===== config.mk =====
export PLATFORM = sky130hd
export DESIGN_NAME = imem_loader
export DESIGN_NICKNAME = d
export VERILOG_FILES = /design/src/rtl/imem_loader.sv
export SDC_FILE = /design/constraint.sdc
export NUM_CORES = 1
export LEC_CHECK = 0
export BUFFER_PORTS_ARGS = -buffer_cell sky130_fd_sc_hd__buf_2
export CAP_MARGIN = 10
export CORE_MARGIN = 2
export CORE_UTILIZATION = 50
export DETAILED_ROUTE_END_ITERATION = 10
export HOLD_SLACK_MARGIN = 0.1
export PLACE_DENSITY = 0.76
export SYNTH_ARGS = -nofsm -noshare
export SYNTH_HDL_FRONTEND = slang
export SYNTH_SLANG_ARGS = --single-unit

===== constraint.sdc =====
create_clock -name clk -period 2.25 [get_ports clk]
set_input_delay 0.45 -clock clk [delete_from_list [all_inputs] [get_ports clk]]
set_output_delay 0.45 -clock clk [all_outputs]
set_load 0.02 [all_outputs]

===== src/rtl/imem_loader.sv =====
`default_nettype none
// ============================================================================
// Module   : imem_loader
// Brief    : Boot loader; streams bytes into instruction memory, holds core reset
// Revision : 1.0 - initial release
// ============================================================================
module imem_loader #(
   parameter int DEPTH  = 64,
   parameter int ADDR_W = 6
) (
   input  logic              clk,
   input  logic              areset,
   input  logic              start,
   input  logic              in_valid,
   input  logic [7:0]        in_byte,
   output logic              in_ready,
   output logic              imem_we,
   output logic [ADDR_W-1:0] imem_addr,
   output logic [31:0]       imem_wdata,
   output logic              core_rst,
   output logic              done,
   output logic              error,
   output logic [15:0]       word_count
);

   localparam logic [2:0] c_idle  = 3'd0;
   localparam logic [2:0] c_hdr0  = 3'd1;
   localparam logic [2:0] c_hdr1  = 3'd2;
   localparam logic [2:0] c_data  = 3'd3;
   localparam logic [2:0] c_write = 3'd4;
   localparam logic [2:0] c_done  = 3'd5;
   localparam logic [2:0] c_err   = 3'd6;

   localparam logic [15:0] c_depth = 16'(DEPTH);

   logic [2:0]  r_state;
   logic [15:0] r_n;
   logic [1:0]  r_idx;
   logic [31:0] r_wdata;
   logic [15:0] r_word_count;

   logic        w_hs;
   logic [15:0] w_n_full;
   logic [15:0] w_count_nxt;

   assign w_hs        = in_valid && in_ready;
   assign w_n_full    = {in_byte, r_n[7:0]};
   assign w_count_nxt = r_word_count + 16'd1;

   // All outputs are straight decodes of flops, so reset reaches them at once
   assign in_ready   = (r_state == c_hdr0) || (r_state == c_hdr1) || (r_state == c_data);
   assign imem_we    = (r_state == c_write);
   assign imem_addr  = r_word_count[ADDR_W-1:0];
   assign imem_wdata = r_wdata;
   assign core_rst   = (r_state != c_done);
   assign done       = (r_state == c_done);
   assign error      = (r_state == c_err);
   assign word_count = r_word_count;

   always_ff @(posedge clk or posedge areset) begin
      if (areset) begin
         r_state      <= c_idle;
         r_n          <= 16'd0;
         r_idx        <= 2'd0;
         r_wdata      <= 32'd0;
         r_word_count <= 16'd0;
      end else begin
         case (r_state)
            c_idle, c_done, c_err: begin
               if (start) begin
                  r_state      <= c_hdr0;
                  r_word_count <= 16'd0;
                  r_idx        <= 2'd0;
               end
            end
            c_hdr0: begin
               if (w_hs) begin
                  r_n[7:0] <= in_byte;
                  r_state  <= c_hdr1;
               end
            end
            c_hdr1: begin
               if (w_hs) begin
                  r_n[15:8] <= in_byte;
                  if (w_n_full == 16'd0)
                     r_state <= c_done;
                  else if (w_n_full > c_depth)
                     r_state <= c_err;
                  else
                     r_state <= c_data;
               end
            end
            c_data: begin
               if (w_hs) begin
                  // Little-endian: byte index selects the lane directly
                  case (r_idx)
                     2'd0:    r_wdata[7:0]   <= in_byte;
                     2'd1:    r_wdata[15:8]  <= in_byte;
                     2'd2:    r_wdata[23:16] <= in_byte;
                     default: r_wdata[31:24] <= in_byte;
                  endcase
                  r_idx <= r_idx + 2'd1;
                  if (r_idx == 2'd3)
                     r_state <= c_write;
               end
            end
            c_write: begin
               r_word_count <= w_count_nxt;
               r_state      <= (w_count_nxt == r_n) ? c_done : c_data;
            end
            default: r_state <= c_idle;
         endcase
      end
   end

endmodule
`default_nettype wire


# After elaboration in Yosys (flattened, before gate mapping)
# Index checks and enable logic that the tools add are counted.
[totals]
out_inout_bits = 59
ff_bits = 69
elab_cells = 62
[classes]
n_bitwise = 1
eq_ne = 16
reduce_logical = 19
n_lt_le_gt_ge = 1
mux = 14
addsub = 2
[op_table]
columns = ["cell", "count"]
rows = [
  ["$pmux 16 s2", 1],
  ["$mux 3", 8],
  ["$add 16x1->16 const B", 1],
  ["$eq 16x16->1", 1],
  ["$gt 16x7->1 const B", 1],
  ["$logic_not 16->1", 1],
  ["$mux 16", 1],
  ["$pmux 3 s5", 1],
  ["$reduce_and 3->1", 5],
  ["$eq 3x3->1 const B", 3],
  ["$ne 2x2->1 const B", 4],
  ["$eq 3x2->1 const B", 2],
  ["$reduce_and 2->1", 3],
  ["$reduce_or 3->1", 2],
  ["$reduce_and 5->1", 1],
  ["$eq 2x2->1 const B", 2],
  ["$mux 2", 2],
  ["$pmux 2 s2", 1],
  ["$reduce_bool 2->1", 2],
  ["$eq 3x1->1 const B", 1],
  ["$logic_not 3->1", 1],
  ["$ne 3x3->1 const B", 1],
  ["$add 2x1->2 const B", 1],
  ["$eq 2x1->1 const B", 1],
  ["5 further kinds", 6],
]

# Logic depth before layout (Yosys ltp)
# Gate-level depths: netlist of the first run.
[logic_depth]
word_depth = 6
mapped_depth = 7
depth_no_buf = 7

# Worst setup path after synthesis of the first run
# Ideal clock, no wire load.
[synth_path]
path_kind = "register to register"
from = "register r_word_count[0] (netlist: word_count[0])"
to = "register r_state[1]"
arrival_ns = 2.286
stages_incl_launch_ff = 8
period_less_slack_ns = 2.410
required_ns = 2.126
slack_ns = -0.160
path_cell_list = "dfrtp_1 -> ha_1 -> nand3_2 -> nor4_2 -> xnor2_1 -> a2111oi_2 -> o2111ai_1 -> a211o_1"
[synth_via]
elab_chain_cells = 4
[synth_lines]
columns = ["item", "line_no", "rtl"]
rows = [
  ["from (decl)", "40", "logic [15:0] r_word_count;"],
  ["from (signal assigned)", "108", "r_word_count <= w_count_nxt;"],
  ["$add 16x1->16", "48", "assign w_count_nxt = r_word_count + 16'd1;"],
  ["$eq 16x16->1", "109", "r_state <= (w_count_nxt == r_n) ? c_done : c_data;"],
  ["$mux 3", "109", ""],
  ["$pmux 3 s5", "68", "case (r_state)"],
  ["to (signal assigned)", "71", "r_state <= c_hdr0;"],
  ["to (signal assigned)", "109", ""],
  ["to (signal assigned)", "111", "default: r_state <= c_idle;"],
  ["to (decl)", "36", "logic [2:0] r_state;"],
]
# Every way passes these cells.
# A chain may end at the register's enable or synchronous reset.

# Final worst setup path of the first run
# Ends and elaborated chain as after synthesis.

==> results of run 1 <==
## state kept, by name, indices dropped and copies added (netlist names)
name        cells
r_idx           2
r_state         3
imem_wdata     32
r_n            16
word_count     16
## where the power goes
| group | switching (mW) | internal (mW) |
|---|---|---|
| clock network | 0.509 | 0.550 |
| logic | 1.14 | 0.960 |
| registers | 0.376 | 1.66 |
| total | 2.03 | 3.17 |
## path summary, 6_finish.rpt
kind,start,to,slack [ns],cells after the start
max in group asynchronous,areset,word_count[12],1.74,3
setup / recovery,word_count[0],r_state[1],0.12,8
setup reg to reg,word_count[0],r_state[1],0.12,8
min in group clk,in_byte[2],imem_wdata[26],0.44,2
hold reg to reg,imem_wdata[28],imem_wdata[28],0.50,1
hold / removal,areset,word_count[2],0.17,3
## critical path, delay by kind of cell, from the launching register on
kind	cells	cell delay (ns)
AO/OA/AOI/OAI	3	0.72
adder cells (fa/ha/maj)	1	0.20
buffers and inverters	1	0.16
flip-flops	1	0.44
AND/OR/NAND/NOR	3	0.50
## layout make-up
type	instances	area (um2)	area share (%)
Clock buffer	10	138	3.08
Tap cell	99	124	2.78
Sequential cell	69	1730	38.8
Clock inverter	6	71.3	1.60
Timing Repair Buffer	98	573	12.8
Multi-Input combinational cell	236	1790	40.0
Inverter	10	41.3	0.925
## routing by layer
layer	GRT usage [%]	vias to the layer above	wire length [um]
met3	6.37	6	576
met5	0	-	0
li1	-	1371	-
met1	29.9	1416	3770
met2	37.5	98	4030
met4	5.70	0	46
## cells in the mapped netlist, types with 2 or more instances
cell type and count:
buf_4 6, nor4_1 4, buf_6 4, o31ai_1 5
clkbuf_1 6, mux2_2 48, nand4_4 2, clkbuf_2 2
o21ai_0 28, and3_1 3, nand3_1 7, nand2_1 32
inv_1 10, xor2_1 4, a211o_1 2, nor2_1 22
a311oi_1 2, nand2b_1 3, nand4_1 2, and4_1 2
ha_1 6, xnor2_1 17, nor3b_1 2, a31oi_1 3
dfrtp_1 69, a21oi_1 4, nor3_1 6, a2bb2oi_1 2
## cell usage in the layout (no fill, tap or decap), types with 5 or more instances in the layout
| cell type | Yosys | layout |
|---|---|---|
| nor3_1 | 6 | 5 |
| inv_1 | 10 | 9 |
| nand2_1 | 32 | 32 |
| clkbuf_8 | 0 | 10 |
| nor2_1 | 22 | 21 |
| buf_2 | 1 | 70 |
| o31ai_1 | 5 | 5 |
| o21ai_0 | 28 | 28 |
| buf_4 | 6 | 27 |
| nand3_1 | 7 | 7 |
| xnor2_1 | 17 | 17 |
| ha_1 | 6 | 5 |
| mux2_2 | 48 | 48 |
| dfrtp_1 | 69 | 67 |
## kinds of logic after synthesis
logic type | Yosys count | synth area share, %
mux | 49 | 15.1
buf+inv | 30 | 4.73
xor+xnor | 21 | 5.03
flops | 69 | 47.3
compound gates | 62 | 11.2
fa+ha+maj | 6 | 2.05
simple gates | 98 | 14.7
## timing repair
action | 4_1_cts | 5_1_grt
hold buffers | 0 | 0
setup buffers | 0 | 2
hold endpoints to repair | 0 | 0
gates resized for setup | 0 | 6
setup endpoints to repair | 0 | 3
==> summary.txt, run 1 <==
status: completed
vias: 2891
largest net degree at the start of global routing: 70
wirelength, routed: 8420 um
fin cells: 528
die area: 8010 um2
Crit Path Max Fanout: 6
Site Rows: 31
first-pass GRT wire length: 13800 um
ys flop type: dfrtp_1
nets: 442
critical path data arrival time: 2.36 ns
clock sinks: 69
vias in the first global route: 2844
n_diodes: 0
Initial Utilization: 50.9%
CP endpoint kind: register
Final Hold Vio Count: 0
Yosys reg bits: 69
period utilization: 94.5%
CTS Root Cell: clkbuf_8
number of remaining DRC errors: 0
number of enable flip-flop cells after synthesis: 0
Worst EP required: 2.49 ns
port buffer count: 70
Ports: 71
synth top area cells: dfrtp_1, mux2_2, xnor2_1
worst min-delay path category: input port to async pin
worst path cell trace: ha_2 > buf_4 > and3_1 > a311oi_2 > nand2_1 > nor4_2 > o2111ai_1 > a211o_1
final worst setup slack: 0.125 ns
clk_skew: 0.00795 ns
final setup fails: 0
Slew @ Worst Pin: 0.408 ns
DP Worst Slack: 0.0838 ns
antenna viol nets, final: 0
clock buffer depth: 2
Util after Layout: 62.2%
ys async rst share: 100%
Placed Instance Area: 4210 um2
wire per inst: 15.9 um
Worst setup SP type: register
drt via density: 5.48
drt pass-1 iters: 5
Cells after Synth: 335
sequential share of the synthesized area: 47.3%
die height: 89.5 um
top cell type's share of synthesized area: 47.3%
Final Wtd Congestion: 0.928
setup_tns: 0 ns
CTS tree: built
ratio of total power to cell area: 1170 nW/um2
MaxCap Viol Count: 0
reported leakage power: 2.19 nW
total track usage: 22.8%
maximum clock rate: 471 MHz
Syn Area/Cell: 10.9 um2
Final Cell Area: 4460 um2
largest area contributor in the netlist: dfrtp_1
latest clock arrival within the worst-skew pair: 0.35 ns
maximum vdd drop: 0.843 mV
Clock transition at path regs: 0.08 ns
core area: 7180 um2
synth unique cells: 60
share of layout cells above drive strength 1: 42.2%
Synth warnings: 0
HPWL Detailed: 6020 um
Worst path slowest cell: dfrtp_2
Tmin final: 2.13 ns
Fillers: 631
placed instance count: 510
chip width: 89.5 um
count of final max-slew check failures: 0
Syn-to-layout area delta: 22.1%
H-tree levels: 3
synthesized area: 3650 um2
gr ovfl total: 0
initial DRC count: 131
Total Power: 5.20 mW
Slew headroom: 72.7%
Syn Nets: 353
CP Class: register to register
number of antenna violations at the first check in global routing: 0
smallest hold slack: 0.174 ns
CTS Buf Count: 9
max incr delay on CP: 0.44 ns
Note: power is estimated with default switching activity, not from simulation.
==> run 2, diff against run 1 <==
RECOVER_POWER = 25   (was unset)
==> summary.txt, run 2 (synthesized netlist as in run 1, its figures left out) <==
worst min-delay path category: input port to register
Placed Instance Area: 4210 um2 (unchanged)
number of remaining DRC errors: 0 (unchanged)
smallest hold slack: 0.439 ns (+0.265 ns)
Hold Path Sink: imem_wdata[26]
total track usage: 22.8% (unchanged)
count of final max-slew check failures: 70 (+70)
clock sinks: 69 (unchanged)
Syn-to-layout area delta: 21.7%
share of layout cells above drive strength 1: 42.0% (-0.23 points)
clock buffer depth: 2 (unchanged)
Initial Utilization: 50.9% (unchanged)
DP Worst Slack: 0.0838 ns (unchanged)
placed instance count: 510 (unchanged)
Final Wtd Congestion: 0.928 (unchanged)
reg2reg path depth: 8 (unchanged)
status: finished with violations
MaxCap Viol Count: 1 (+1)
setup_tns: 0 ns (unchanged)
die area: 8010 um2 (unchanged)
first-pass GRT wire length: 13800 um (unchanged)
final setup fails: 0 (unchanged)
Ports: 71 (unchanged)
wire per inst: 15.9 um (about the same)
CTS Buf Count: 9 (unchanged)
worst r2r src: word_count[0]
Slew headroom: -13.6% (-86 points)
nets: 442 (unchanged)
period utilization: 94.5% (unchanged)
maximum clock rate: 471 MHz (unchanged)
drt via density: 5.48 (unchanged)
initial DRC count: 131 (unchanged)
H-tree levels: 3 (unchanged)
reported leakage power: 2.18 nW (-0.36%)
vias in the first global route: 2844 (unchanged)
Fillers: 632 (+0.16%)
Worst EP required: 2.49 ns (about the same)
commonest non-fill, non-tap cell in the layout: buf_2
most frequent cells in the layout: buf_2, dfrtp_1, mux2_2, nand2_1, o21ai_0
Crit Path Max Fanout: 6 (unchanged)
number of antenna violations at the first check in global routing: 0 (unchanged)
Worst setup SP type: register
port buffer count: 70 (unchanged)
WHS Path Cells: 2
failing checks: capacitance limit, slew limit
largest net degree at the start of global routing: 70 (unchanged)
ratio of total power to cell area: 1170 nW/um2 (+0.29%)
antenna viol nets, final: 0 (unchanged)
Tmin final: 2.13 ns (unchanged)
CTS tree: built
CP Class: register to register
drt pass-1 iters: 5 (unchanged)
CTS Root Cell: clkbuf_8
wirelength, routed: 8420 um (about the same)
Reg area: 1730 um2 (unchanged)
clk_skew: 0.00795 ns (unchanged)
vias: 2891 (unchanged)
r2r setup slk: 0.12 ns (about the same)
final worst setup slack: 0.125 ns (unchanged)
chip width: 89.5 um (unchanged)
FF-to-FF End: r_state[1]
Slew @ Worst Pin: 1.70 ns (+1.30 ns)
Multi-input gate area: 1790 um2 (unchanged)
latest clock arrival within the worst-skew pair: 0.35 ns (about the same)
core area: 7180 um2 (unchanged)
maximum vdd drop: 0.843 mV (about the same)
HPWL Detailed: 6020 um (unchanged)
fin cells: 528 (unchanged)
Final Cell Area: 4450 um2 (-0.36%)
gr ovfl total: 0 (unchanged)
Clock transition at path regs: 0.08 ns (about the same)
Site Rows: 31 (unchanged)
critical path data arrival time: 2.36 ns (about the same)
Hold Crit Start: in_byte[2]
Largest register FFs: 32 (unchanged)
CP endpoint kind: register
die height: 89.5 um (unchanged)
Util after Layout: 62.0% (-0.23 points)
Total Power: 5.19 mW (about the same)
Final Hold Vio Count: 0 (unchanged)
n_diodes: 0 (unchanged)
==> run 2: changes by cell type in the layout (fill, tap and decap cells not counted), sizes merged <==
cell    delta
buf        -2
clkbuf     +2
==> run 2: power by group <==
part | leakage [nW] | total, mW | switching (mW) | internal (mW)
sequential | 0.895 | 2.04 | 0.376 | 1.66
combinational | 1.19 | 2.10 | 1.14 | 0.957
clock | 0.0991 | 1.06 | 0.509 | 0.550
total | 2.18 | 5.19 | 2.02 | 3.17
==> run 2: cell type report <==
cell class / count / area share, %
Multi-Input combinational cell: 236 / 40.2
Sequential cell: 69 / 38.9
Timing Repair Buffer: 98 / 12.5
Clock buffer: 10 / 3.10
Tap cell: 99 / 2.79
Clock inverter: 6 / 1.60
Inverter: 10 / 0.929
==> run 2: worst max path at each step <==
stage | cells past startpoint | to | startpoint | slack, ns
finish | 8 | r_state[1] | word_count[0] | 0.12
global placement | 7 | r_state[1] | word_count[1] | 0.12
detailed placement | 7 | r_state[1] | word_count[1] | 0.08
global route | 8 | r_state[1] | word_count[1] | -0.003
floorplan | 7 | r_state[1] | word_count[1] | -0.07
CTS | 7 | r_state[1] | word_count[1] | 0.04
==> run 2: routing by layer <==
metal | wire (um) | vias up | GRT usage [%]
met4 | 46 | 0 | 5.70
li1 | - | 1371 | -
met1 | 3770 | 1416 | 29.9
met5 | 0 | - | 0
met2 | 4030 | 98 | 37.5
met3 | 575 | 6 | 6.37
==> run 2: worst max-delay path: stages (launching register included) <==
cell	delay, ns
dfrtp_2	0.44
ha_2	0.20
buf_4	0.16
and3_1	0.17
a311oi_2	0.24
nand2_1	0.09
nor4_2	0.24
o2111ai_1	0.17
a211o_1	0.31
==> run 2: timing repair <==
action | CTS | global route
setup buffers | 0 | 2
setup endpoints to repair | 0 | 3
gates resized for setup | 0 | 6
hold buffers | 0 | 0
==> run 3, diff against run 2 <==
PLACE_DENSITY = 0.88   (was 0.76)
==> summary.txt, run 3 (synthesized netlist as in run 1, its figures left out) <==
wirelength, routed: 8780 um (+4.3%)
reported leakage power: 2.18 nW (-0.11%)
vias: 2952 (+2.1%)
r2r setup slk: 0.03 ns (-0.10 ns)
first-pass GRT wire length: 14400 um (+4.1%)
MaxCap Viol Count: 0 (-1)
Initial Utilization: 50.9% (unchanged)
drt pass-1 iters: 4 (-1)
number of remaining DRC errors: 0 (unchanged)
H-tree levels: 3 (unchanged)
M2 GR Usage: 37.1% (-0.40 points)
count of final max-slew check failures: 0 (-100%)
die area: 8010 um2 (unchanged)
Tmin final: 2.22 ns (+0.0952 ns)
Syn-to-layout area delta: 22.7%
total track usage: 23.6% (+0.86 points)
FF-to-FF End: r_state[1]
Ports: 71 (unchanged)
clk_skew: 0.00764 ns (-0.000311 ns)
largest net degree at the start of global routing: 49 (-30%)
met3 GRT Util: 4.34% (-2.0 points)
final setup fails: 0 (unchanged)
crit path to: r_state[1]
Site Rows: 31 (unchanged)
Worst setup SP type: register
maximum clock rate: 450 MHz (-4.3%)
vias in the first global route: 2908 (+2.3%)
initial DRC count: 125 (-4.6%)
worst min-delay path category: input port to async pin
nets: 443 (+0.23%)
Largest register FFs: 32 (unchanged)
Worst EP required: 2.48 ns (about the same)
share of layout cells above drive strength 1: 43.0% (+1.1 points)
latest clock arrival within the worst-skew pair: 0.35 ns (about the same)
CTS tree: built
Clock transition at path regs: 0.08 ns (about the same)
Util after Layout: 62.5% (+0.52 points)
worst r2r src: word_count[1]
busiest grt layer: met2
clock sinks: 69 (unchanged)
Final Hold Vio Count: 0 (unchanged)
antenna viol nets, final: 0 (unchanged)
ratio of total power to cell area: 1160 nW/um2 (-0.39%)
CP Class: register to register
Slew headroom: 31.2% (+45 points)
maximum vdd drop: 0.929 mV (+10%)
port buffer count: 70 (unchanged)
CTS Root Cell: clkbuf_8
most frequent cells in the layout: buf_2, dfrtp_1, mux2_2, nand2_1
Final Cell Area: 4480 um2 (+0.84%)
setup_tns: 0 ns (unchanged)
met1 Use GR: 32.2% (+2.3 points)
wire per inst: 16.6 um (+4.1%)
clock buffer depth: 2 (unchanged)
status: completed
Final Wtd Congestion: 0.953 (+2.7%)
core area: 7180 um2 (unchanged)
number of antenna violations at the first check in global routing: 0 (unchanged)
gr ovfl total: 0 (unchanged)
n_diodes: 0 (unchanged)
critical path data arrival time: 2.45 ns (+0.09 ns)
chip width: 89.5 um (unchanged)
period utilization: 98.7% (+4.2 points)
die height: 89.5 um (unchanged)
CTS Buf Count: 9 (unchanged)
CP startpoint: word_count[1]
reg2reg path depth: 8 (unchanged)
HPWL Detailed: 6380 um (+6.0%)
commonest non-fill, non-tap cell in the layout: buf_2
Placed Instance Area: 4220 um2 (+0.36%)
drt via density: 5.58 (+1.9%)
CP endpoint kind: register
Crit Path Max Fanout: 7 (+1)
Slew @ Worst Pin: 1.03 ns (-0.678 ns)
run 3: repair_timing:
item	4_1_cts	5_1_grt
endpoints found under the setup margin	1	2
gates resized for setup	1	10
setup buffers	0	1
gates cloned	0	0
pin swaps	0	5
hold buffers	0	0
run 3: worst min path at each step:
stage,start,endpoint,slack [ns]
global placement,imem_wdata[19],imem_wdata[19],0.48
global route,areset,word_count[2],0.36
floorplan,r_n[8],r_n[8],0.50
finish,areset,word_count[7],0.28
CTS,areset,imem_wdata[26],0.14
detailed placement,imem_wdata[18],imem_wdata[18],0.49
run 3: metrics by stage:
stage	power (mW)	instances	worst slack [ns]	hold WS (ns)
global placement	4.04	512	0.0471	0.484
finish	5.22	529	0.0295	0.275
detailed placement	4.15	512	0.0116	0.488
floorplan	3.49	335	-0.0736	0.501
CTS	5.18	528	0.0198	0.139
global route	5.54	529	-0.0316	0.355
run 3: final cells by class:
type,instances,area (um2)
timing repair buffer,99,581
multi-input combinational,236,1810
tap,99,124
fill,570,2690
sequential,69,1730
inverter,10,42.5
clock buffer,10,128
clock inverter,6,71.3
run 3: layer usage:
layer	vias up	wire length [um]
met1	1459	3950
met5	-	0
met2	97	4180
met4	0	171
met3	17	488
li1	1379	-
run 3: critical path, stage by stage, from the launching register on:
cell       delay, ns
dfrtp_1         0.44
ha_4            0.18
nand3_2         0.10
buf_4           0.18
nor4_1          0.27
a2bb2oi_1       0.12
nor4_2          0.27
o2111ai_1       0.20
a211o_1         0.33
run 3: report_power, final:
part           leakage [nW]  switching [mW]  total, mW  internal (mW)
logic                  1.19            1.17       2.14          0.969
clock network        0.0931           0.501       1.02          0.519
registers             0.895           0.393       2.06           1.66
